$ cat config.mk
export PLATFORM = sky130hd
export DESIGN_NAME = pc_sequencer
export DESIGN_NICKNAME = d
export VERILOG_FILES = /design/src/rtl/cpu_pkg.sv /design/src/rtl/pc_sequencer_stack_guard.sv /design/src/rtl/pc_sequencer.sv
export SDC_FILE = /design/constraint.sdc
export NUM_CORES = 1
export LEC_CHECK = 0
export ABC_AREA = 1
export CELL_PAD_IN_SITES_DETAIL_PLACEMENT = 0
export CELL_PAD_IN_SITES_GLOBAL_PLACEMENT = 2
export CORE_AREA = 2 2 113 71
export CTS_CLUSTER_SIZE = 25
export DETAILED_ROUTE_END_ITERATION = 7
export DIE_AREA = 0 0 115 73
export PLACE_DENSITY = 0.81
export SLEW_MARGIN = 20
export SYNTH_ARGS = -nofsm -noshare
export SYNTH_HDL_FRONTEND = slang
export SYNTH_HIERARCHICAL = 1
export SYNTH_SLANG_ARGS = --single-unit
$ cat constraint.sdc
create_clock -name clock -period 4.61 [get_ports clock]
set_input_delay 0.922 -clock clock [delete_from_list [all_inputs] [get_ports clock]]
set_output_delay 0.922 -clock clock [all_outputs]
set_load 0.05 [all_outputs]
$ cat src/rtl/cpu_pkg.sv
// Shared types and sizing for the bit-instruction core control path.
package cpu_pkg;

  localparam int PC_WIDTH    = 10;
  localparam int STACK_DEPTH = 16;

  typedef enum logic [1:0] {
    FLT_NONE  = 2'd0,
    FLT_OVF   = 2'd1,
    FLT_UNF   = 2'd2,
    FLT_UNBAL = 2'd3
  } fault_code_e;

  typedef enum logic [1:0] {
    INIT  = 2'd0,
    IDLE  = 2'd1,
    RUN   = 2'd2,
    FAULT = 2'd3
  } state_e;

endpackage

$ cat src/rtl/pc_sequencer_stack_guard.sv
// Shadow depth counter for the return-address stack; tells the sequencer
// whether a push or pop would be legal before it strobes the stack.
module stack_guard #(
  parameter int STACK_DEPTH = cpu_pkg::STACK_DEPTH
) (
  input  logic       clock,
  input  logic       reset,
  input  logic       clear,
  input  logic       push,
  input  logic       pop,
  output logic [4:0] depth,
  output logic       push_ok,
  output logic       pop_ok
);

  localparam logic [4:0] FULL = 5'(STACK_DEPTH);

  always_ff @(posedge clock or negedge reset) begin
    if (!reset) begin
      depth <= 5'd0;
    end else if (clear) begin
      depth <= 5'd0;
    end else if (push) begin
      depth <= depth + 5'd1;
    end else if (pop) begin
      depth <= depth - 5'd1;
    end
  end

  assign push_ok = (depth != FULL);
  assign pop_ok  = (depth != 5'd0);

endmodule

$ cat src/rtl/pc_sequencer.sv
// Program counter and control-flow FSM; drives the return-address stack
// strobes and refuses any push/pop or scan wrap that would corrupt it.
module pc_sequencer #(
  parameter int PC_WIDTH    = cpu_pkg::PC_WIDTH,
  parameter int PROG_LAST   = 2**PC_WIDTH - 1,
  parameter int STACK_DEPTH = cpu_pkg::STACK_DEPTH
) (
  input  logic                clock,
  input  logic                reset,
  input  logic                enable,
  input  logic                stall,
  input  logic                jmp,
  input  logic                call,
  input  logic                ret,
  input  logic                cond,
  input  logic [PC_WIDTH-1:0] target,
  input  logic [PC_WIDTH-1:0] return_to,
  input  logic                clear_fault,
  output logic [PC_WIDTH-1:0] pc,
  output logic [PC_WIDTH-1:0] called_from,
  output logic                stack_call,
  output logic                stack_ret,
  output logic                stack_reset,
  output logic [4:0]          depth,
  output logic                cycle_done,
  output logic                fault,
  output logic [1:0]          fault_code
);

  import cpu_pkg::*;

  localparam logic [PC_WIDTH-1:0] LAST = PC_WIDTH'(PROG_LAST);

  state_e              state;
  logic                push_ok;
  logic                pop_ok;
  logic                run_act;
  logic                ret_req;
  logic                call_req;
  logic                jmp_req;
  logic                guard_clear;
  logic [PC_WIDTH-1:0] pc_inc;

  // Request priority is resolved here so the strobes and the FSM agree.
  assign ret_req  = ret & cond;
  assign call_req = call & cond & ~ret_req;
  assign jmp_req  = jmp & cond & ~ret_req & ~(call & cond);
  assign run_act  = (state == RUN) & enable & ~stall;
  assign pc_inc   = pc + PC_WIDTH'(1);

  assign stack_ret   = run_act & ret_req & pop_ok;
  assign stack_call  = run_act & call_req & push_ok;
  assign stack_reset = (state == INIT) & ~stall;
  assign guard_clear = stack_reset | ((state == FAULT) & clear_fault & ~stall);

  assign called_from = pc;
  assign fault       = (state == FAULT);

  stack_guard #(
    .STACK_DEPTH (STACK_DEPTH)
  ) u_guard (
    .clock   (clock),
    .reset   (reset),
    .clear   (guard_clear),
    .push    (stack_call),
    .pop     (stack_ret),
    .depth   (depth),
    .push_ok (push_ok),
    .pop_ok  (pop_ok)
  );

  always_ff @(posedge clock or negedge reset) begin
    if (!reset) begin
      state      <= INIT;
      pc         <= '0;
      fault_code <= FLT_NONE;
      cycle_done <= 1'b0;
    end else begin
      cycle_done <= 1'b0;
      if (!stall) begin
        case (state)
          INIT: begin
            state      <= IDLE;
            pc         <= '0;
            fault_code <= FLT_NONE;
          end
          IDLE: begin
            if (enable) state <= RUN;
          end
          RUN: begin
            if (!enable) begin
              state <= IDLE;
            end else if (ret_req) begin
              if (pop_ok) begin
                pc <= return_to;
              end else begin
                state      <= FAULT;
                fault_code <= FLT_UNF;
              end
            end else if (call_req) begin
              if (push_ok) begin
                pc <= target;
              end else begin
                state      <= FAULT;
                fault_code <= FLT_OVF;
              end
            end else if (jmp_req) begin
              pc <= target;
            end else if (pc != LAST) begin
              pc <= pc_inc;
            end else if (pop_ok) begin
              // Scan ended with frames still on the stack.
              state      <= FAULT;
              fault_code <= FLT_UNBAL;
            end else begin
              pc         <= '0;
              cycle_done <= 1'b1;
            end
          end
          FAULT: begin
            if (clear_fault) begin
              state      <= INIT;
              pc         <= '0;
              fault_code <= FLT_NONE;
            end
          end
          default: state <= INIT;
        endcase
      end
    end
  end

endmodule
Word-level counts from Yosys, hierarchy flattened
Index checks and enable logic that the tools add are counted.
{"block": "word_totals", "reg_bits": 20, "latchBits": 0, "ram_bits": 0, "mem_bits_ro": 0, "in_bits": 29, "out_inout_bits": 32, "wordCells": 93, "mem_count": 0}
{"block": "op_classes", "add_sub_neg": 3, "multipliers": 0, "n_div": 0, "magnitude_cmp": 0, "eq_ne": 21, "shifts": 0, "muxes": 38, "bitwise_logic": 19, "n_reduce_logical": 7}
{"cell": "2-to-1 mux 10 bit", "count": 9}
{"cell": "2-to-1 mux 2 bit", "count": 15}
{"cell": "one-hot mux 10 bit (3 select lines)", "count": 1}
{"cell": "!= test 5 bit, second input constant", "count": 5}
{"cell": "!= test 4 bit, second input constant", "count": 6}
{"cell": "AND 1 bit", "count": 15}
{"cell": "2-to-1 mux 5 bit", "count": 3}
{"cell": "adder 10 x 1 -> 10 bit, second input constant", "count": 1}
{"cell": "!= test 10 bit, second input constant", "count": 1}
{"cell": "AND reduction 9 bit", "count": 1}
{"cell": "2-to-1 mux 1 bit", "count": 8}
{"cell": "one-hot mux 2 bit (4 select lines)", "count": 1}
{"cell": "AND reduction 8 bit", "count": 1}
{"cell": "AND reduction 7 bit", "count": 1}
{"cell": "!= test 2 bit, second input constant", "count": 3}
{"cell": "!= test 3 bit, second input constant", "count": 2}
{"cell": "!= test 6 x 5 -> 1 bit, second input constant", "count": 1}
{"cell": "one-hot mux 2 bit (3 select lines)", "count": 1}
{"cell": "nonzero test 3 bit", "count": 2}
{"cell": "adder 5 x 1 -> 5 bit, second input constant", "count": 1}
{"cell": "nonzero test 5 bit", "count": 1}
{"cell": "subtractor 5 x 1 -> 5 bit, second input constant", "count": 1}
{"cell": "== test 2 bit, second input constant", "count": 2}
{"cell": "inverter 1 bit", "count": 3}
{"cell": "3 further kinds", "count": 3}

Logic depth before layout (Yosys ltp)
Gate-level depths: netlist of the first run.
{"block": "logic_depth", "ltp_word": 10, "ltp_mapped": 12}

Cells and area by module
The synthesis of the first run kept the hierarchy.
{"mod": "pc_sequencer", "instances": 1, "cells_each": 227, "area_per_inst_um2": 1426.4, "seq_area_each_um2": 375.4}
{"mod": "stack_guard", "instances": 1, "cells_each": 52, "area_per_inst_um2": 385.4, "seq_area_each_um2": 125.1}

Worst setup path after synthesis of the first run
Ideal clock, no wire load.
{"block": "synth_path", "path_kind": "input to register", "start": "input call", "end": "register u_guard.depth[3]", "arrival_ns": 3.586, "setup_slack_ns": 0.906, "stages": 11, "n_path_buf": 0, "cell_sequence": "nand2_1 nor2_1 inv_1 nor3_1 inv_2 ha_1 or2_1 nand2_1 nand2_1 nand3_1 nand2_1"}
{"block": "synth_between", "elab_chain_len": 6, "word_cells_on_any_way": 7}
{"element": "from (decl)", "line_no": "pc_sequencer.sv:13", "text": "input logic call,"}
{"element": "AND 1 bit (*) (2 in series)", "line_no": "pc_sequencer.sv:46", "text": "assign call_req = call & cond & ~ret_req;"}
{"element": "AND 1 bit (*) (2 in series)", "line_no": "pc_sequencer.sv:52", "text": "assign stack_call = run_act & call_req & push_ok;"}
{"element": "via stack_call", "line_no": "pc_sequencer.sv:21", "text": "output logic stack_call,"}
{"element": "2-to-1 mux 5 bit", "line_no": "pc_sequencer_stack_guard.sv:23", "text": "end else if (push) begin"}
{"element": "2-to-1 mux 5 bit", "line_no": "pc_sequencer_stack_guard.sv:21", "text": "end else if (clear) begin"}
{"element": "to (signal assigned)", "line_no": "pc_sequencer_stack_guard.sv:24", "text": "depth <= depth + 5'd1;"}
{"element": "to (signal assigned)", "line_no": "pc_sequencer_stack_guard.sv:26", "text": "depth <= depth - 5'd1;"}
{"element": "to (decl)", "line_no": "pc_sequencer_stack_guard.sv:11", "text": "output logic [4:0] depth,"}
Mark *: on every way through the listed nets, which the timed path passes. The rest lies on a longest branch.
A chain may end at the register's enable or synchronous reset.

Final worst setup path of the first run
{"block": "layout_path", "start": "input cond", "end": "output stack_call"}
{"block": "layout_between", "elab_chain_len": 5, "word_cells_on_any_way": 6}
{"element": "from (decl)", "line_no": "pc_sequencer.sv:15", "text": "input logic cond,"}
{"element": "AND 1 bit", "line_no": "pc_sequencer.sv:45", "text": "assign ret_req = ret & cond;"}
{"element": "inverter 1 bit", "line_no": "pc_sequencer.sv:46"}
{"element": "AND 1 bit (*)", "line_no": "pc_sequencer.sv:46"}
{"element": "AND 1 bit (*) (2 in series)", "line_no": "pc_sequencer.sv:52"}
{"element": "to (decl)", "line_no": "pc_sequencer.sv:21"}
Every way passes the cells marked *; elsewhere a longest branch is shown, timed or not.

==> metrics.yaml, run 1 <==
status:
  outcome: "finished, final reports clean"
timing:
  relSlewSlack_pct: 65.2
  clock.fmax_ghz: 0.253
  finClkSkew_ns: 0.00496
  final_max_slew_viol_count: 0
  tightest_slew_ns: 0.522
  setup_ws_ns: 0.659
  finalSetupTns_ns: 0
  setup_viol: 0
  rsz0062_at_grt: "no"
  period_needed_ns: 3.95
  finalHoldViolations: 0
  period_share_pct: 85.7
logic_synthesis:
  synth-seq-cells: 20
  synthCells: 279
  ys_seq_area_share_pct: 27.6
  syn_avg_cell_area_um2: 6.49
  yosys.cell_count.top_type: "nand2_1"
  async_flop_share_pct: 100
  synth_top_area_share_pct: 27.6
  yosys.area.top_type: "dfrtp_1"
  ys.flop_type: "dfrtp_1"
  ys_top_cells_by_count: "nand2_1, inv_1, nor2_1, dfrtp_1, nand3_1"
  syn_area_um2: 1810
  synth.top_cells.by_area: "dfrtp_1, nand2_1, inv_1"
  synth_edf_count: 0
  yosysWarnings: 6
  syn_nets: 313
  ys_types: 35
floorplanning:
  fp.dieH_um: 73
  die_w_um: 115
  coreArea_um2: 7510
  row_count: 25
  ios: 61
  start_util_pct: 24.1
  die_area_um2: 8400
cts:
  cts_buffers: 3
  cts_setup_buffers: 0
  cts_tree: "yes"
  insertion_delay_ns: 0.26
  clk_path_buf_depth: 2
  clk_pin_slew_ns: 0.06
  cts_resized: 0
  cts_max_level: 1
  cts_hold_buf: 0
  cts.sinks: 20
  root_buffer: "clkbuf_16"
setup_path:
  r2r_setup_slack_ns: 2.22
  crit_required_ns: 3.69
  cpMostUsedCell: "clkdlybuf4s50_1"
  crit_chain: "clkdlybuf4s50_1 > nand2_1 > nor2_1 > inv_1 > nor3_1 > buf_4 > clkdlybuf4s50_1"
  critPathMaxFanout: 5
  critical_path_buf_inv_count: 4
  crit_slowest_cell: "clkdlybuf4s50_1"
  crit_family: "buffers and inverters"
  slowest_delay_ns: 0.80
  arrival_ns: 3.03
  path_class: "input pin to output pin"
  start_kind: "input pin"
  worst_setup_path_end_kind: "output pin"
pwr:
  switchingPower_mw: 0.763
  switching_share_pct: 53.8
  pwr-share-seq_pct: 22.9
  ir_worst_vdd_mv: 0.241
  p_int_mw: 0.656
  p_leak_nw: 1.24
  p_per_area_nw_per_um2: 561
  clockPowerShare_pct: 14.4
  comb_power_share_pct: 62.6
  p_total_mw: 1.42
placed_design:
  hpwl_um: 4240
  io_buffers: 60
  gp_congestion: 0.761
  pre_cts_slack_ns: 0.672
grt:
  grt_pass1_wl_um: 8650
  grt_max_degree: 21
  grt_overflow: 0
  track_usage_pct: 13.2
  antenna_found_initial: 0
  grt_pass1_vias: 1659
final_layout:
  final_util_pct: 33.7
  antenna-diode-count: 0
  drive_gt1_share_pct: 13.6
  area_growth_pct: 39.6
  layout.nets: 367
  n_fill_cell: 823
detailed_routing:
  drt-total-wl_um: 5290
  ant_nets: 0
  routed_via_density: 4.25
  wl_per_cell_um: 12.4
  vias: 1810
  first_pass_iters: 4
  remaining_drc_errors: 0
  initialDrtViolationCount: 59
hold_path:
  hold_path_class: "flip-flop to flip-flop"
flow_run:
  cap_violations: 0
-- cell type report --
cell class	instances	area [um2]	share of cell area (%)
Sequential cell	20	500	19.8
Multi-Input combinational cell	203	1050	41.6
Clock buffer	4	88.8	3.51
Inverter	44	166	6.58
Timing Repair Buffer	61	603	23.8
Tap cell	94	118	4.65
-- cells by family (layout without fill, tap and decap cells) --
| logic type | Yosys count | after routing | synth area share [%] |
|---|---|---|---|
| AOI/OAI and AO/OA | 32 | 32 | 11.4 |
| xor gates and xnor gates | 5 | 5 | 2.42 |
| adders and majority gates | 5 | 5 | 3.87 |
| buffers and inverters | 56 | 109 | 14.2 |
| DFF | 20 | 20 | 27.6 |
| and+or+nand+nor | 161 | 161 | 40.5 |
-- state kept, by name, summed over array words and instances (netlist names) --
register,cells
called_from,10
state,2
u_guard/depth,5
cycle_done,1
fault_code,2
-- worst register-to-register path, stage by stage (launching register included) --
cell and delay [ns]:
dfrtp_1 0.46, nor4_1 0.51, nand2_1 0.10, inv_1 0.13
nor3_1 0.07, buf_4 0.15, inv_2 0.11, ha_1 0.27
or2_1 0.26, nand2_1 0.07, nand2_1 0.05, nand3_1 0.06
nand2_1 0.05
-- stage by stage --
step | instances | hold WS (ns) | cell area [um2]
floorplan | 279 | 0.531 | 1810
global placement | 422 | 0.477 | 2450
detailed placement | 422 | 0.497 | 2450
CTS | 426 | 0.513 | 2530
global route | 426 | 0.536 | 2530
finish | 426 | 0.504 | 2530
-- cells in the final DEF (no fill, tap or decap), types with 2 or more instances in the layout --
cell type | netlist | layout
o21ai_0 | 14 | 14
nor3_2 | 2 | 2
nand2_2 | 4 | 4
nor3_1 | 5 | 5
or2_1 | 2 | 2
xor2_1 | 4 | 4
clkbuf_16 | 0 | 3
nor2_1 | 25 | 25
inv_2 | 6 | 6
dfrtp_1 | 20 | 20
nand3_1 | 18 | 18
o21ai_2 | 4 | 4
clkdlybuf4s50_1 | 0 | 59
nor2_2 | 9 | 9
inv_1 | 37 | 37
nand2_1 | 88 | 88
ha_1 | 4 | 4
nand2_4 | 2 | 2
o21ai_1 | 4 | 4
a21oi_2 | 5 | 5
-- final timing paths --
| kind | startpoint | endpoint | cells past startpoint |
|---|---|---|---|
| max | cond | stack_call | 7 |
| min | fault_code[1]$_DFFE_PN0P_ | fault_code[1]$_DFFE_PN0P_ | 2 |
| max reg2reg | u_guard/depth[0]$_DFFE_PN0P_ | u_guard/depth[4]$_DFFE_PN0P_ | 12 |
| min reg2reg | fault_code[1]$_DFFE_PN0P_ | fault_code[1]$_DFFE_PN0P_ | 2 |
| max in group asynchronous | reset | called_from[3]$_DFFE_PN0P_ | 1 |
| min in group asynchronous | reset | state[1]$_DFFE_PN0P_ | 1 |
-- power groups by stage --
stage               sequential (mW)  clock (mW)  combinational, mW
global placement              0.329           0              0.894
CTS                           0.328       0.212              0.895
global route                  0.340       0.220              0.966
floorplan                     0.464           0              0.518
detailed placement            0.331           0              0.893
finish                        0.325       0.205              0.889
-- metal layers --
layer | share of wire (%) | routed length, um | vias up | track usage, %
met5 | 0 | 0 | - | 0
met4 | 0.49 | 26 | 0 | 1.61
met3 | 3.8 | 202 | 2 | 2.49
met2 | 37 | 1950 | 40 | 17.9
met1 | 59 | 3120 | 798 | 21.6
li1 | - | - | 970 | -
(Power assumes the default switching activity.)
==> run 2: changes to the inputs <==
- SETUP_SLACK_MARGIN: unset -> 0.02
- TNS_END_PERCENT: unset -> 50
==> results of run 2 <==
The final DEF is identical to that of run 1; final timing and power are the same.
